--- src/rtl/gpr_dump_reader_pkg.sv ---
// Shared definitions for the GPR dump reader.
//   GPR_ADDR_W   : width of a GPR register index / read-port address
//   GPR_NUM      : number of architectural registers
//   dump_state_t : dump sequencer state encoding (2-bit)
package gpr_dump_reader_pkg;

  localparam int GPR_ADDR_W = 5;
  localparam int GPR_NUM    = 32;

  typedef enum logic [1:0] {
    S_IDLE = 2'd0,
    S_READ = 2'd1,
    S_SEND = 2'd2,
    S_DONE = 2'd3
  } dump_state_t;

endpackage

--- src/rtl/dump_xsum.sv ---
// XOR accumulator for the dump checksum.
// Ports:
//   clk   : clock
//   rst   : synchronous reset, active-low
//   clear : zero the accumulator (wins over en)
//   en    : fold din into the accumulator
//   din   : word to fold in
//   q     : running XOR
module dump_xsum
  import gpr_dump_reader_pkg::*;
#(
  parameter int DATA_W = 32
) (
  input  logic              clk,
  input  logic              rst,
  input  logic              clear,
  input  logic              en,
  input  logic [DATA_W-1:0] din,
  output logic [DATA_W-1:0] q
);

  always_ff @(posedge clk) begin
    if (!rst) begin
      q <= '0;
    end else if (clear) begin
      q <= '0;
    end else if (en) begin
      q <= q ^ din;
    end
  end

endmodule

--- src/rtl/gpr_dump_reader.sv ---
// Sequential read-out engine for the GPR register file. Walks registers
// FIRST_REG..LAST_REG through one read port and streams {index, value}
// words over a valid/ready handshake, holding datapath writes off while
// the dump runs so the stream is a consistent snapshot.
//
// state  | meaning
// -------+---------------------------------------------------------
// IDLE   | waiting for start; read port parked at address 0
// READ   | read port addresses idx; capture word (or skip a zero)
// SEND   | word presented on out_*; waits for out_ready
// DONE   | one-cycle done pulse, xsum final
//
// Ports:
//   clk, rst          : clock; synchronous active-low reset
//   start             : dump request, sampled only in IDLE
//   busy / wr_hold    : high from READ entry until DONE is left
//   done              : one-cycle pulse in DONE
//   rd_addr / rd_data : GPR read port (rd_data combinational on rd_addr)
//   out_valid/out_ready, out_idx, out_data, out_last : output stream
//   xsum              : XOR of words emitted in the current/last dump
module gpr_dump_reader
  import gpr_dump_reader_pkg::*;
#(
  parameter int FIRST_REG = 0,
  parameter int LAST_REG  = 31,
  parameter int SKIP_ZERO = 0,
  parameter int DATA_W    = 32
) (
  input  logic                  clk,
  input  logic                  rst,
  input  logic                  start,
  output logic                  busy,
  output logic                  done,
  output logic                  wr_hold,
  output logic [GPR_ADDR_W-1:0] rd_addr,
  input  logic [DATA_W-1:0]     rd_data,
  output logic                  out_valid,
  input  logic                  out_ready,
  output logic [GPR_ADDR_W-1:0] out_idx,
  output logic [DATA_W-1:0]     out_data,
  output logic                  out_last,
  output logic [DATA_W-1:0]     xsum
);

  localparam logic [GPR_ADDR_W-1:0] FIRST_IDX = GPR_ADDR_W'(FIRST_REG);
  localparam logic [GPR_ADDR_W-1:0] LAST_IDX  = GPR_ADDR_W'(LAST_REG);

  dump_state_t           state, state_nxt;
  logic [GPR_ADDR_W-1:0] idx;
  logic                  rd_skip;
  logic                  accept;
  logic                  xsum_clear;

  // LAST_REG is never skipped so every dump ends with an out_last word.
  assign rd_skip = (SKIP_ZERO != 0) && (rd_data == '0) && (idx != LAST_IDX);

  always_ff @(posedge clk) begin
    if (!rst) begin
      state <= S_IDLE;
    end else begin
      state <= state_nxt;
    end
  end

  always_comb begin
    state_nxt  = state;
    busy       = 1'b0;
    done       = 1'b0;
    out_valid  = 1'b0;
    rd_addr    = '0;
    accept     = 1'b0;
    xsum_clear = 1'b0;
    case (state)
      S_IDLE: begin
        if (start) begin
          xsum_clear = 1'b1;
          state_nxt  = S_READ;
        end
      end
      S_READ: begin
        busy    = 1'b1;
        rd_addr = idx;
        if (!rd_skip) begin
          state_nxt = S_SEND;
        end
      end
      S_SEND: begin
        busy      = 1'b1;
        out_valid = 1'b1;
        rd_addr   = idx;
        if (out_ready) begin
          accept    = 1'b1;
          state_nxt = out_last ? S_DONE : S_READ;
        end
      end
      S_DONE: begin
        busy      = 1'b1;
        done      = 1'b1;
        state_nxt = S_IDLE;
      end
      default: state_nxt = S_IDLE;
    endcase
  end

  assign wr_hold = busy;

  // Index counter and output word register. The word is captured in READ
  // and left untouched through SEND, which keeps it stable under backpressure.
  always_ff @(posedge clk) begin
    if (!rst) begin
      idx      <= FIRST_IDX;
      out_idx  <= '0;
      out_data <= '0;
      out_last <= 1'b0;
    end else begin
      case (state)
        S_IDLE: begin
          if (start) begin
            idx <= FIRST_IDX;
          end
        end
        S_READ: begin
          out_data <= rd_data;
          out_idx  <= idx;
          out_last <= (idx == LAST_IDX);
          if (rd_skip) begin
            idx <= idx + 1'b1;
          end
        end
        S_SEND: begin
          if (out_ready && !out_last) begin
            idx <= idx + 1'b1;
          end
        end
        default: ;
      endcase
    end
  end

  dump_xsum #(
    .DATA_W(DATA_W)
  ) u_xsum (
    .clk  (clk),
    .rst  (rst),
    .clear(xsum_clear),
    .en   (accept),
    .din  (out_data),
    .q    (xsum)
  );

endmodule

--- config.mk ---
export PLATFORM = sky130hd
export DESIGN_NAME = gpr_dump_reader
export DESIGN_NICKNAME = d
export VERILOG_FILES = /design/src/rtl/gpr_dump_reader_pkg.sv /design/src/rtl/dump_xsum.sv /design/src/rtl/gpr_dump_reader.sv
export SDC_FILE = /design/constraint.sdc
export NUM_CORES = 1
export LEC_CHECK = 0
export ABC_AREA = 0
export CAP_MARGIN = 0
export CORE_MARGIN = 1.5
export CORE_UTILIZATION = 48
export DETAILED_ROUTE_END_ITERATION = 10
export PLACE_DENSITY = 0.91
export SLEW_MARGIN = 25
export SYNTH_ARGS = -nofsm -noshare
export SYNTH_HDL_FRONTEND = slang
export SYNTH_SLANG_ARGS = --single-unit
--- constraint.sdc ---
create_clock -name clk -period 4.4 [get_ports clk]
set_clock_uncertainty 0.15 [all_clocks]
set_input_delay 0.44 -clock clk [delete_from_list [all_inputs] [get_ports clk]]
set_output_delay 0.44 -clock clk [all_outputs]
set_load 0.005 [all_outputs]
# After elaboration in Yosys (flattened, before gate mapping)
# Index checks and enable logic that the tools add are counted.
[word_totals]
register_bits = 77
in_bits = 36
output_inout_bits = 79
elab_cells = 40
[op_classes]
addsub = 1
eq_ne = 7
muxes = 15
n_bitwise = 2
n_reduce_logical = 9
[op_table]
columns = ["operator", "count"]
rows = [
  ["XOR 32 bit", 1],
  ["two-way mux 5 bit", 3],
  ["case mux 5 bit (2 select lines)", 1],
  ["case mux 2 bit (4 select lines)", 1],
  ["two-way mux 1 bit", 7],
  ["two-way mux 2 bit", 3],
  ["inequality test 2 bit, second input constant", 3],
  ["adder 5 x 1 -> 5 bit, second input constant", 1],
  ["equality test 5 bit, second input constant", 1],
  ["equality test 2 bit, second input constant", 2],
  ["OR reduction 2 bit", 2],
  ["AND reduction 3 bit", 1],
  ["OR reduction 3 bit", 1],
  ["equality test 2 x 1 -> 1 bit, second input constant", 1],
  ["logical NOT 2 bit", 1],
  ["AND reduction 2 bit", 1],
  ["nonzero test 2 bit", 1],
  ["logical AND 1 bit", 1],
  ["logical NOT 1 bit", 1],
  ["inverter 1 bit", 1],
]

# Longest topological paths before layout
# Gate-level depths: netlist of the first run.
[depth]
depth_word = 4
mapped_depth = 8
mapped_depth_nobuf = 6

# Modules after synthesis
# Synthesis of the first run repeated with hierarchy kept, for this count alone.
[unflattened]
hier_cells = 321
hier_area_um2 = 3518.4
[by_module_without_submodules]
columns = ["mod", "instances", "cells_per_inst", "area_per_inst_um2", "seq_area_each_um2"]
rows = [
  ["gpr_dump_reader", 1, 182, 1955.6, 900.9],
  ["dump_xsum", 1, 139, 1562.7, 640.6],
]

# Worst setup path after synthesis of the first run
# OpenSTA, ideal clock, no wires.
[synth_timing]
path_type = "flip-flop to flip-flop"
from = "reg state[1]"
to = "reg idx[2]"
arrival_time_ns = 1.448
t_required_ns = 4.134
path_slack_ns = 2.686
stages_incl_launch_ff = 7
path_buffers = 0
synth_period_minus_slack_ns = 1.714
cell_sequence = "dfxtp_1 -> inv_1 -> ha_1 -> nor2b_4 -> a211oi_4 -> a21oi_1 -> a41o_1"
[synth_via]
elab_chain_len = 3
[synth_lines]
columns = ["item", "line", "rtl"]
rows = [
  ["from (decl)", "gpr_dump_reader.sv:48", "dump_state_t state, state_nxt;"],
  ["from (signal assigned)", "gpr_dump_reader.sv:61", "state <= state_nxt;"],
  ["equality test 2 bit or logical NOT 2 bit (tied branches)", "gpr_dump_reader.sv:116", "case (state)"],
  ["inequality test 2 bit (no line) or nonzero test 2 bit (tied branches)", "-", ""],
  ["AND reduction 3 bit (no line)", "-", ""],
  ["to (signal assigned)", "gpr_dump_reader.sv:127", "idx <= idx + 1'b1;"],
  ["to (signal assigned)", "gpr_dump_reader.sv:132", "idx <= idx + 1'b1;"],
  ["to (decl)", "gpr_dump_reader.sv:49", "logic [GPR_ADDR_W-1:0] idx;"],
]
# Parallel ways exist; a longest one is shown, timed or not.
# A chain may end at the register's enable or synchronous reset.

# Final worst setup path of the first run
[layout_timing]
from = "reg state[1]"
to = "out rd_addr[3]"
[layout_via]
elab_chain_len = 3
[layout_lines]
columns = ["item", "line", "rtl"]
rows = [
  ["equality test 2 bit or equality test 2 x 1 -> 1 bit (tied branches)", "gpr_dump_reader.sv:73", "case (state)"],
  ["OR reduction 2 bit (no line) *", "-", ""],
  ["two-way mux 5 bit *", "gpr_dump_reader.sv:73", ""],
  ["to (decl)", "gpr_dump_reader.sv:35", "output logic [GPR_ADDR_W-1:0] rd_addr,"],
]
# Every way passes the cells marked *; elsewhere a longest branch is shown, timed or not.

==> results of run 1 <==
## flip-flops by register name (all words and copies together) (netlist names)
| name | flops |
|---|---|
| out_data | 32 |
| u_xsum.q | 32 |
| idx | 5 |
| out_last | 1 |
| out_idx | 5 |
| state | 2 |
## synthesized netlist by cell type, drive strengths merged, types with 3 or more instances
cell type	number	area share (%)
inv	3	0.36
nand2b	3	0.83
ha	7	2.8
nor2	35	4.2
xor2	32	8.9
and2	8	1.6
nor2b	43	8.8
mux2i	40	13
clkbuf	8	0.95
nand2	37	4.4
dfxtp	77	49
buf	10	2.1
## worst min path at each step
stage | from | to
floorplan | idx[0] | idx[0]
global placement | u_xsum.q[15] | u_xsum.q[15]
detailed placement | u_xsum.q[18] | u_xsum.q[18]
CTS | u_xsum.q[18] | u_xsum.q[18]
global route | u_xsum.q[18] | u_xsum.q[18]
finish | u_xsum.q[18] | u_xsum.q[18]
## layout make-up
cell class,instances,area share (%)
tap,77,2.14
timing repair buffer,115,25.5
clock inverter,5,1.17
sequential,77,34.3
inverter,3,0.250
multi-input combinational,219,33.8
clock buffer,10,2.84
## kinds of logic (layout without fill, tap and decap cells)
| group | Yosys count | count (layout) | share of synthesized area, % |
|---|---|---|---|
| flip-flops | 77 | 77 | 48.9 |
| AO/OA/AOI/OAI | 10 | 10 | 2.78 |
| multiplexers | 40 | 40 | 12.7 |
| adder cells (fa/ha/maj) | 7 | 7 | 2.78 |
| buffers and inverters | 21 | 133 | 3.45 |
| XOR/XNOR | 32 | 32 | 8.89 |
| AND/OR/NAND/NOR | 130 | 130 | 20.5 |
## routing by layer
layer	up-vias	track usage (%)	routed length, um
met4	0	8.49	163
met1	1163	24.0	2970
met5	-	0	0
li1	1220	-	-
met3	17	4.25	406
met2	81	34.4	3470
## worst min-delay path, delay by kind of cell (launching register included)
kind | cells | cell delay (ps)
flip-flops | 1 | 340
XOR/XNOR | 1 | 70
AND/OR/NAND/NOR | 1 | 70
## stage by stage
step           power, mW  worst slack, ps  instance area (um^2)  hold WS, ps  utilization (%)
6_report            1.72             1930                  4500          360             70.8
5_1_grt             1.81             1810                  4500          390             70.8
4_1_cts             1.74             1910                  4500          366             70.8
3_5_place_dp        1.24             1800                  4320          345             68.0
3_3_place_gp        1.23             1800                  4300          340             67.8
2_1_floorplan       1.06             2690                  3150          344                -
## where the power goes
group          switching, mW  internal, mW
logic                  0.190         0.241
clock network          0.241         0.256
registers             0.0423         0.749
==> results.json, run 1 <==
{
  "start_util_pct": 49.7,
  "wl_um": 7000,
  "via_count": 2481,
  "arrival_ps": 1880,
  "dieHeight_um": 84.1,
  "crit_family": "buffers and inverters",
  "root_buffer": "clkbuf_8",
  "startpoint_type": "flop",
  "ant_nets": 0,
  "drv_cap": 0,
  "synth_area_um2": 3150,
  "leakagePower_nw": 1.67,
  "grt_max_degree": 49,
  "final_cell_mix": "114 x clkdlybuf4s50_1, 77 x dfxtp_1, 42 x nor2b_1",
  "tightest_slew_ps": 695,
  "area_growth_pct": 42.6,
  "fillers": 493,
  "worstSetupStartpoint": "state[1]",
  "drc_errors": 0,
  "finalNonFillerCells": 506,
  "num_rows": 29,
  "tns_ps": 0,
  "synth_nets": 360,
  "grt_pass1_wl_um": 11400,
  "grt_antenna_before_repair": 0,
  "yosys.cell_types.count": 27,
  "clk_latency_ps": 340,
  "synth_seq_cells": 77,
  "critical_path.slowest_cell": "clkdlybuf4s50_1",
  "dp_cells": 491,
  "timing.rr.start": "state[0]",
  "avgSynthCellArea_um2": 9.95,
  "timing.rr.end": "u_xsum.q[6]",
  "cp_slowest_stage_delay_ps": 490,
  "synthCells": 317,
  "setup_viol": 0,
  "period_minus_slack_ps": 2470,
  "grt_usage_pct": 20.0,
  "critical_path.cell_chain": "inv_1, ha_1, and2_1, clkdlybuf4s50_1",
  "pin_count": 115,
  "holdBufCountCts": 0,
  "final_common_cell": "clkdlybuf4s50_1",
  "synth-main-ff-cell": "dfxtp_1",
  "viasPerCell": 4.90,
  "synth_warnings": 0,
  "crit_type": "reg2out",
  "path_clk_slew_ps": 70,
  "holdPathStages": 2,
  "cts_resized": 0,
  "cts_made_buffers": 9,
  "gp_congestion": 0.761,
  "worst-path-buf-inv": 2,
  "dieWidth_um": 84.1,
  "drv_slew": 0,
  "status": "finished clean",
  "rrSetupSlack_ps": 2380,
  "critPathCapture": "rd_addr[3]",
  "ir_worst_vdd_mv": 0.310,
  "post_cts_buffers": 0,
  "clkSinkCount": 77,
  "synth_edf_count": 0,
  "final_nets": 468,
  "core_area_um2": 6350,
  "die-area_um2": 7070,
  "end_kind": "output port",
  "io_buffers": 114,
  "cts_max_level": 3,
  "fmax_mhz": 405,
  "rsz0062_at_grt": "false",
  "cp_max_fo": 5,
  "worst-endpoint-required_ps": 3810,
  "fin_crit_sh_pct": 56.2,
  "n_antenna_cell": 0,
  "hpwl_um": 4780,
  "async_flop_share_pct": 0,
  "drtIter0Drc": 35,
  "cts.path.max_buffers": 2,
  "layout-drive-gt1-share_pct": 4.90,
  "maxSlewHeadroom_pct": 53.7,
  "ys_seq_area_share_pct": 48.9,
  "grt_pass1_vias": 2434,
  "seqCellArea_um2": 1540,
  "grt-ovfl-total": 0,
  "cp.depth": 4,
  "tritoncts": "built",
  "reg2reg_depth": 6,
  "dr.pass1.iters": 4,
  "hold_viol_final": 0,
  "multiInputGateArea_um2": 1520,
  "hold_path.class": "reg2reg",
  "routedWlPerCell_um": 13.8,
  "power_density_nw_per_um2": 383
}
(Power assumes the default switching activity.)
==> run 2: changes to the inputs <==
--- a/config.mk
+++ b/config.mk
@@ -8,9 +8,9 @@
 export ABC_AREA = 0
 export CAP_MARGIN = 0
 export CORE_MARGIN = 1.5
-export CORE_UTILIZATION = 48
+export CORE_UTILIZATION = 44
 export DETAILED_ROUTE_END_ITERATION = 10
-export PLACE_DENSITY = 0.91
+export PLACE_DENSITY = 0.85
 export SLEW_MARGIN = 25
 export SYNTH_ARGS = -nofsm -noshare
 export SYNTH_HDL_FRONTEND = slang
==> constraint.sdc (replaced) <==
create_clock -name clk -period 2.52 [get_ports clk]
set_clock_uncertainty 0.15 [all_clocks]
set_input_delay 0.252 -clock clk [delete_from_list [all_inputs] [get_ports clk]]
set_output_delay 0.252 -clock clk [all_outputs]
set_load 0.005 [all_outputs]
==> run 2 against run 1 <==
Net effect:
- global-route usage is 0.98 points lower
- via count shrank 0.52%
- register-to-register slack got worse by 1800 ps
- wire length down 0.30%
- non-clock buffer count rose by 5
- total power is 74% higher
- sequential power grew 74%
- combinational power up 74%
- critical path depth did not move
- design area up 1.0%
- clock power up 74%
- critical path type unchanged
- largest cell class unchanged
- highest routed layer unchanged
==> results.json, run 2 (synthesized netlist as in run 1, its figures left out) <==
{
  "core_area_um2": 6870,
  "start_util_pct": 45.9,
  "leakagePower_nw": 1.69,
  "final_nets": 473,
  "via_count": 2468,
  "io_buffers": 114,
  "n_antenna_cell": 0,
  "final_common_cell": "clkdlybuf4s50_1",
  "cts.path.max_buffers": 2,
  "crit_type": "reg2out",
  "top_layer_used": "met4",
  "startpoint_type": "flop",
  "fmax_mhz": 451,
  "grt_max_degree": 33,
  "wl_um": 6980,
  "clk_latency_ps": 330,
  "dp_worst_setup_slack_ps": 562,
  "dr.pass1.iters": 4,
  "hold_viol_final": 0,
  "hold_path.class": "reg2reg",
  "routedWlPerCell_um": 13.2,
  "viasPerCell": 4.67,
  "area_growth_pct": 44.0,
  "cts_resized": 0,
  "wl_met2_um": 3470,
  "dieWidth_um": 87.7,
  "drv_slew": 0,
  "fin_util_pct": 66.1,
  "total_power_mw": 3.00,
  "dieHeight_um": 87.7,
  "setup_viol": 0,
  "path_clk_slew_ps": 70,
  "root_buffer": "clkbuf_8",
  "dp_cells": 515,
  "hpwl_um": 5020,
  "cts_max_level": 3,
  "grt_pass1_wl_um": 11300,
  "pin_count": 115,
  "num_rows": 30,
  "clkSinkCount": 77,
  "fin_crit_sh_pct": 88.0,
  "power_density_nw_per_um2": 659,
  "grt_antenna_before_repair": 0,
  "period_minus_slack_ps": 2220,
  "layout-drive-gt1-share_pct": 5.54,
  "cts_made_buffers": 9,
  "ant_nets": 0,
  "setup_ws_ps": 302,
  "final_area_um2": 4540,
  "end_kind": "output port",
  "post_cts_buffers": 0,
  "final_cell_mix": "114 x clkdlybuf4s50_1, 77 x dfxtp_1, 42 x nor2b_1",
  "wl_met3_um": 357,
  "tritoncts": "built",
  "status": "finished clean",
  "drtIter0Drc": 51,
  "cp_max_fo": 5,
  "hold_ws_ps": 361,
  "grt_usage_pct": 19.0,
  "drv_cap": 0,
  "grt_pass1_vias": 2398,
  "grt-ovfl-total": 0,
  "drc_errors": 0,
  "holdBufCountCts": 0,
  "tns_ps": 0,
  "met1_length_um": 3100,
  "worst-endpoint-required_ps": 2120,
  "reg_top3": "out_data (32), u_xsum.q (32)",
  "arrival_ps": 1820,
  "die-area_um2": 7690,
  "ir_worst_vdd_mv": 0.415,
  "finalNonFillerCells": 529,
  "gp_congestion": 0.760,
  "rsz0062_at_grt": "false",
  "maxSlewHeadroom_pct": 73.6,
  "placed_area_um2": 4370,
  "tightest_slew_ps": 395
}
[run 2: changes by cell type in the layout (fill, tap and decap cells not counted)]
cell and change:
and2_1 +1, and2_2 -1, buf_4 +5, clkbuf_1 -1, clkinv_4 +1, clkinvlp_4 -1
ha_2 +1, ha_4 -1, nand2_1 +1, nand2_2 -1
[run 2: path summary, 6_finish.rpt]
kind	start	end	slack (ps)	depth (start not counted)
setup / recovery	state[1]	rd_addr[0]	300	4
hold reg to reg	u_xsum.q[10]	u_xsum.q[10]	360	2
hold / removal	u_xsum.q[10]	u_xsum.q[10]	360	2
setup reg to reg	state[0]	idx[2]	570	6
[run 2: critical path, cell delays in order, from the launching register on]
cell and delay (ps):
dfxtp_1 390, inv_1 110, ha_1 340, and2_1 150, clkdlybuf4s50_1 490
[run 2: power breakdown]
| group | switching (mW) | internal, mW | total (mW) | leakage, nW |
|---|---|---|---|---|
| sequential | 0.0702 | 1.31 | 1.38 | 0.625 |
| clock | 0.423 | 0.443 | 0.866 | 0.0947 |
| combinational | 0.328 | 0.423 | 0.751 | 0.975 |
[run 2: routing by layer]
metal | global-route usage (%) | vias up
li1 | - | 1235
met1 | 22.8 | 1160
met2 | 32.4 | 68
met3 | 4.81 | 5
met4 | 7.79 | 0
met5 | 0 | -
[run 2: area by class of cell]
type	instances	area [um^2]
Clock buffer	9	124
Clock inverter	5	53.8
Fill cell	575	2330
Inverter	3	11.3
Multi-Input combinational cell	219	1510
Sequential cell	77	1540
Tap cell	96	120
Timing Repair Buffer	120	1190
==> run 3: changes to the inputs <==
--- a/config.mk
+++ b/config.mk
@@ -8,10 +8,11 @@
 export ABC_AREA = 0
 export CAP_MARGIN = 0
 export CORE_MARGIN = 1.5
-export CORE_UTILIZATION = 44
+export CORE_UTILIZATION = 46
 export DETAILED_ROUTE_END_ITERATION = 10
-export PLACE_DENSITY = 0.85
+export PLACE_DENSITY = 0.86
 export SLEW_MARGIN = 25
 export SYNTH_ARGS = -nofsm -noshare
 export SYNTH_HDL_FRONTEND = slang
+export SYNTH_HIERARCHICAL = 1
 export SYNTH_SLANG_ARGS = --single-unit
==> run 3 against run 2 <==
Net effect:
- final cell count rose by 1.1%
- synthesized cell count rose by 1.3%
- non-clock buffer count did not move
- critical path type unchanged
- largest cell class is now multi-input combinational cells
==> results.json, run 3 <==
{
  "final_cell_mix": "114 x clkdlybuf4s50_1, 77 x dfxtp_1, 41 x nor2b_1",
  "fillers": 553,
  "n_antenna_cell": 0,
  "grt_usage_pct": 18.7,
  "leakagePower_nw": 1.71,
  "layout-drive-gt1-share_pct": 13.5,
  "cell_internal_pwr_mw": 2.30,
  "core_area_um2": 7330,
  "drv_cap": 0,
  "async_flop_share_pct": 0,
  "synthCells": 321,
  "routedWlPerCell_um": 14.3,
  "timing.rr.start": "state[0]",
  "setup_ws_ps": 285,
  "post_cts_buffers": 0,
  "finalNonFillerCells": 535,
  "setup_viol": 0,
  "tns_ps": 0,
  "pin_count": 115,
  "wl_um": 7640,
  "netlist.area_leader.share_pct": 43.8,
  "synth_nets": 364,
  "worst-endpoint-required_ps": 2120,
  "grt_antenna_before_repair": 0,
  "grt_pass1_vias": 2626,
  "grt_pass1_wl_um": 12500,
  "p_switching_uw": 890,
  "io_buffers": 114,
  "dieHeight_um": 90.5,
  "avgSynthCellArea_um2": 11.0,
  "yosys-top-cells-area": "dfxtp_1 44%, mux2i_1 11%, a21bo_1 8.0%, nor2b_1 7.3%, nand3b_1 7.0%",
  "synth_area_um2": 3520,
  "pwr-share-comb_pct": 24.7,
  "cp_max_fo": 10,
  "arrival_ps": 1830,
  "root_buffer": "clkbuf_8",
  "die-area_um2": 8180,
  "final_nets": 474,
  "fmax_mhz": 447,
  "cts_made_buffers": 9,
  "min_to": "u_xsum/q[31]",
  "num_rows": 31,
  "dieWidth_um": 90.5,
  "hold_viol_final": 0,
  "end_kind": "output port",
  "viasPerCell": 5.04,
  "netlist.top_cell.by_area": "dfxtp_1",
  "crit_type": "reg2out",
  "p_clk_share_pct": 31.3,
  "yosysMostFrequentCell": "dfxtp_1",
  "synth_edf_count": 0,
  "status": "finished clean",
  "tritoncts": "built",
  "holdBufCountCts": 0,
  "dr.pass1.iters": 4,
  "yosys.cell_types.count": 30,
  "timing.rr.end": "idx[2]",
  "cts_max_level": 3,
  "synth_commonest_cells": "77 x dfxtp_1, 41 x nor2b_1, 40 x mux2i_1",
  "via_count": 2696,
  "dp_worst_setup_slack_ps": 565,
  "synth_seq_cells": 77,
  "holdPathStages": 2,
  "hpwl_um": 5340,
  "reg2reg_depth": 6,
  "power_density_nw_per_um2": 648,
  "period_minus_slack_ps": 2240,
  "clk_latency_ps": 340,
  "drc_errors": 0,
  "path_clk_slew_ps": 80,
  "synth_warnings": 6,
  "fin_crit_sh_pct": 88.7,
  "grt_max_degree": 48,
  "grt-ovfl-total": 0,
  "maxSlewHeadroom_pct": 73.0,
  "cts.path.max_buffers": 2,
  "final_common_cell": "clkdlybuf4s50_1",
  "area_growth_pct": 39.7,
  "gp_congestion": 0.720,
  "rrSetupSlack_ps": 520,
  "hold_path.class": "reg2reg",
  "ant_nets": 0,
  "drtIter0Drc": 74,
  "tightest_slew_ps": 405,
  "start_util_pct": 48.0,
  "reg_top3": "out_data (32), u_xsum/q (32)",
  "seq_power_share_pct": 44.0,
  "startpoint_type": "flop",
  "drv_slew": 0,
  "swShare_pct": 27.9,
  "cts_resized": 0,
  "ys_seq_area_share_pct": 43.8,
  "dp_cells": 519,
  "ir_worst_vdd_mv": 0.384,
  "clkSinkCount": 77,
  "min_from": "out_data[31]",
  "synth-main-ff-cell": "dfxtp_1",
  "rsz0062_at_grt": "false",
  "fin_util_pct": 67.0
}
[run 3: cell count changes in the layout (fill, tap and decap cells not counted), sizes merged, moves of 3 or more]
cell | previous run | this run
a21bo | 0 | 32
a21oi | 2 | 35
clkinv | 4 | 1
clkinvlp | 0 | 3
nand2 | 37 | 4
nand3b | 1 | 33
nor2 | 35 | 3
xor2 | 32 | 0
[run 3: logic make-up after synthesis]
kind of cell               share of synthesized area (%)
buffers and inverters                               4.55
DFF                                                 43.8
muxes                                               11.4
and+or+nand+nor                                     18.7
adders and majority gates                           2.49
AOI/OAI and AO/OA                                   19.1
[run 3: critical path, cell delays in order, from the launching register on]
cell	delay, ps
dfxtp_1	340
inv_1	140
ha_1	420
clkdlybuf4s50_1	590
[run 3: worst max path at each step]
stage	start	end	slack, ps	cells after the start
after CTS	state[1]	rd_addr[2]	260	4
after global placement	state[0]	idx[3]	640	6
final	state[0]	out_valid	280	3
after global routing	state[1]	rd_addr[2]	150	4
after floorplan	state[1]	idx[2]	810	6
after detailed placement	state[0]	idx[2]	570	6
[run 3: power by group through the flow]
| stage | sequential, mW | clock [mW] | combinational [mW] |
|---|---|---|---|
| floorplan | 1.42 | 0 | 0.476 |
| global route | 1.42 | 1.07 | 0.843 |
| global placement | 1.42 | 0 | 0.774 |
| finish | 1.40 | 0.998 | 0.785 |
| CTS | 1.40 | 1.03 | 0.796 |
| detailed placement | 1.43 | 0 | 0.792 |
[run 3: area by class of cell]
cell class                 count  area, um^2  share of cell area, %
sequential                    77        1540                   31.4
tap                           99         124                   2.52
multi-input combinational    220        1820                   37.1
inverter                       3        11.3                  0.229
clock inverter                 6        87.6                   1.78
timing repair buffer         120        1200                   24.4
clock buffer                  10         128                   2.60
[run 3: metal layers]
layer,share of wire [%],vias to the layer above,track usage [%]
met2,48,78,30.4
met5,0,-,0
met1,45,1276,23.0
met3,6.1,11,5.81
met4,1.5,0,7.67
li1,-,1331,-
[run 3: per-stage QoR]
step | cell area (um^2) | hold slack, ps | power [mW]
2_1_floorplan | 3520 | 271 | 1.89
3_3_place_gp | 4700 | 348 | 2.20
3_5_place_dp | 4700 | 358 | 2.22
4_1_cts | 4910 | 364 | 3.22
5_1_grt | 4910 | 388 | 3.34
6_report | 4910 | 369 | 3.19
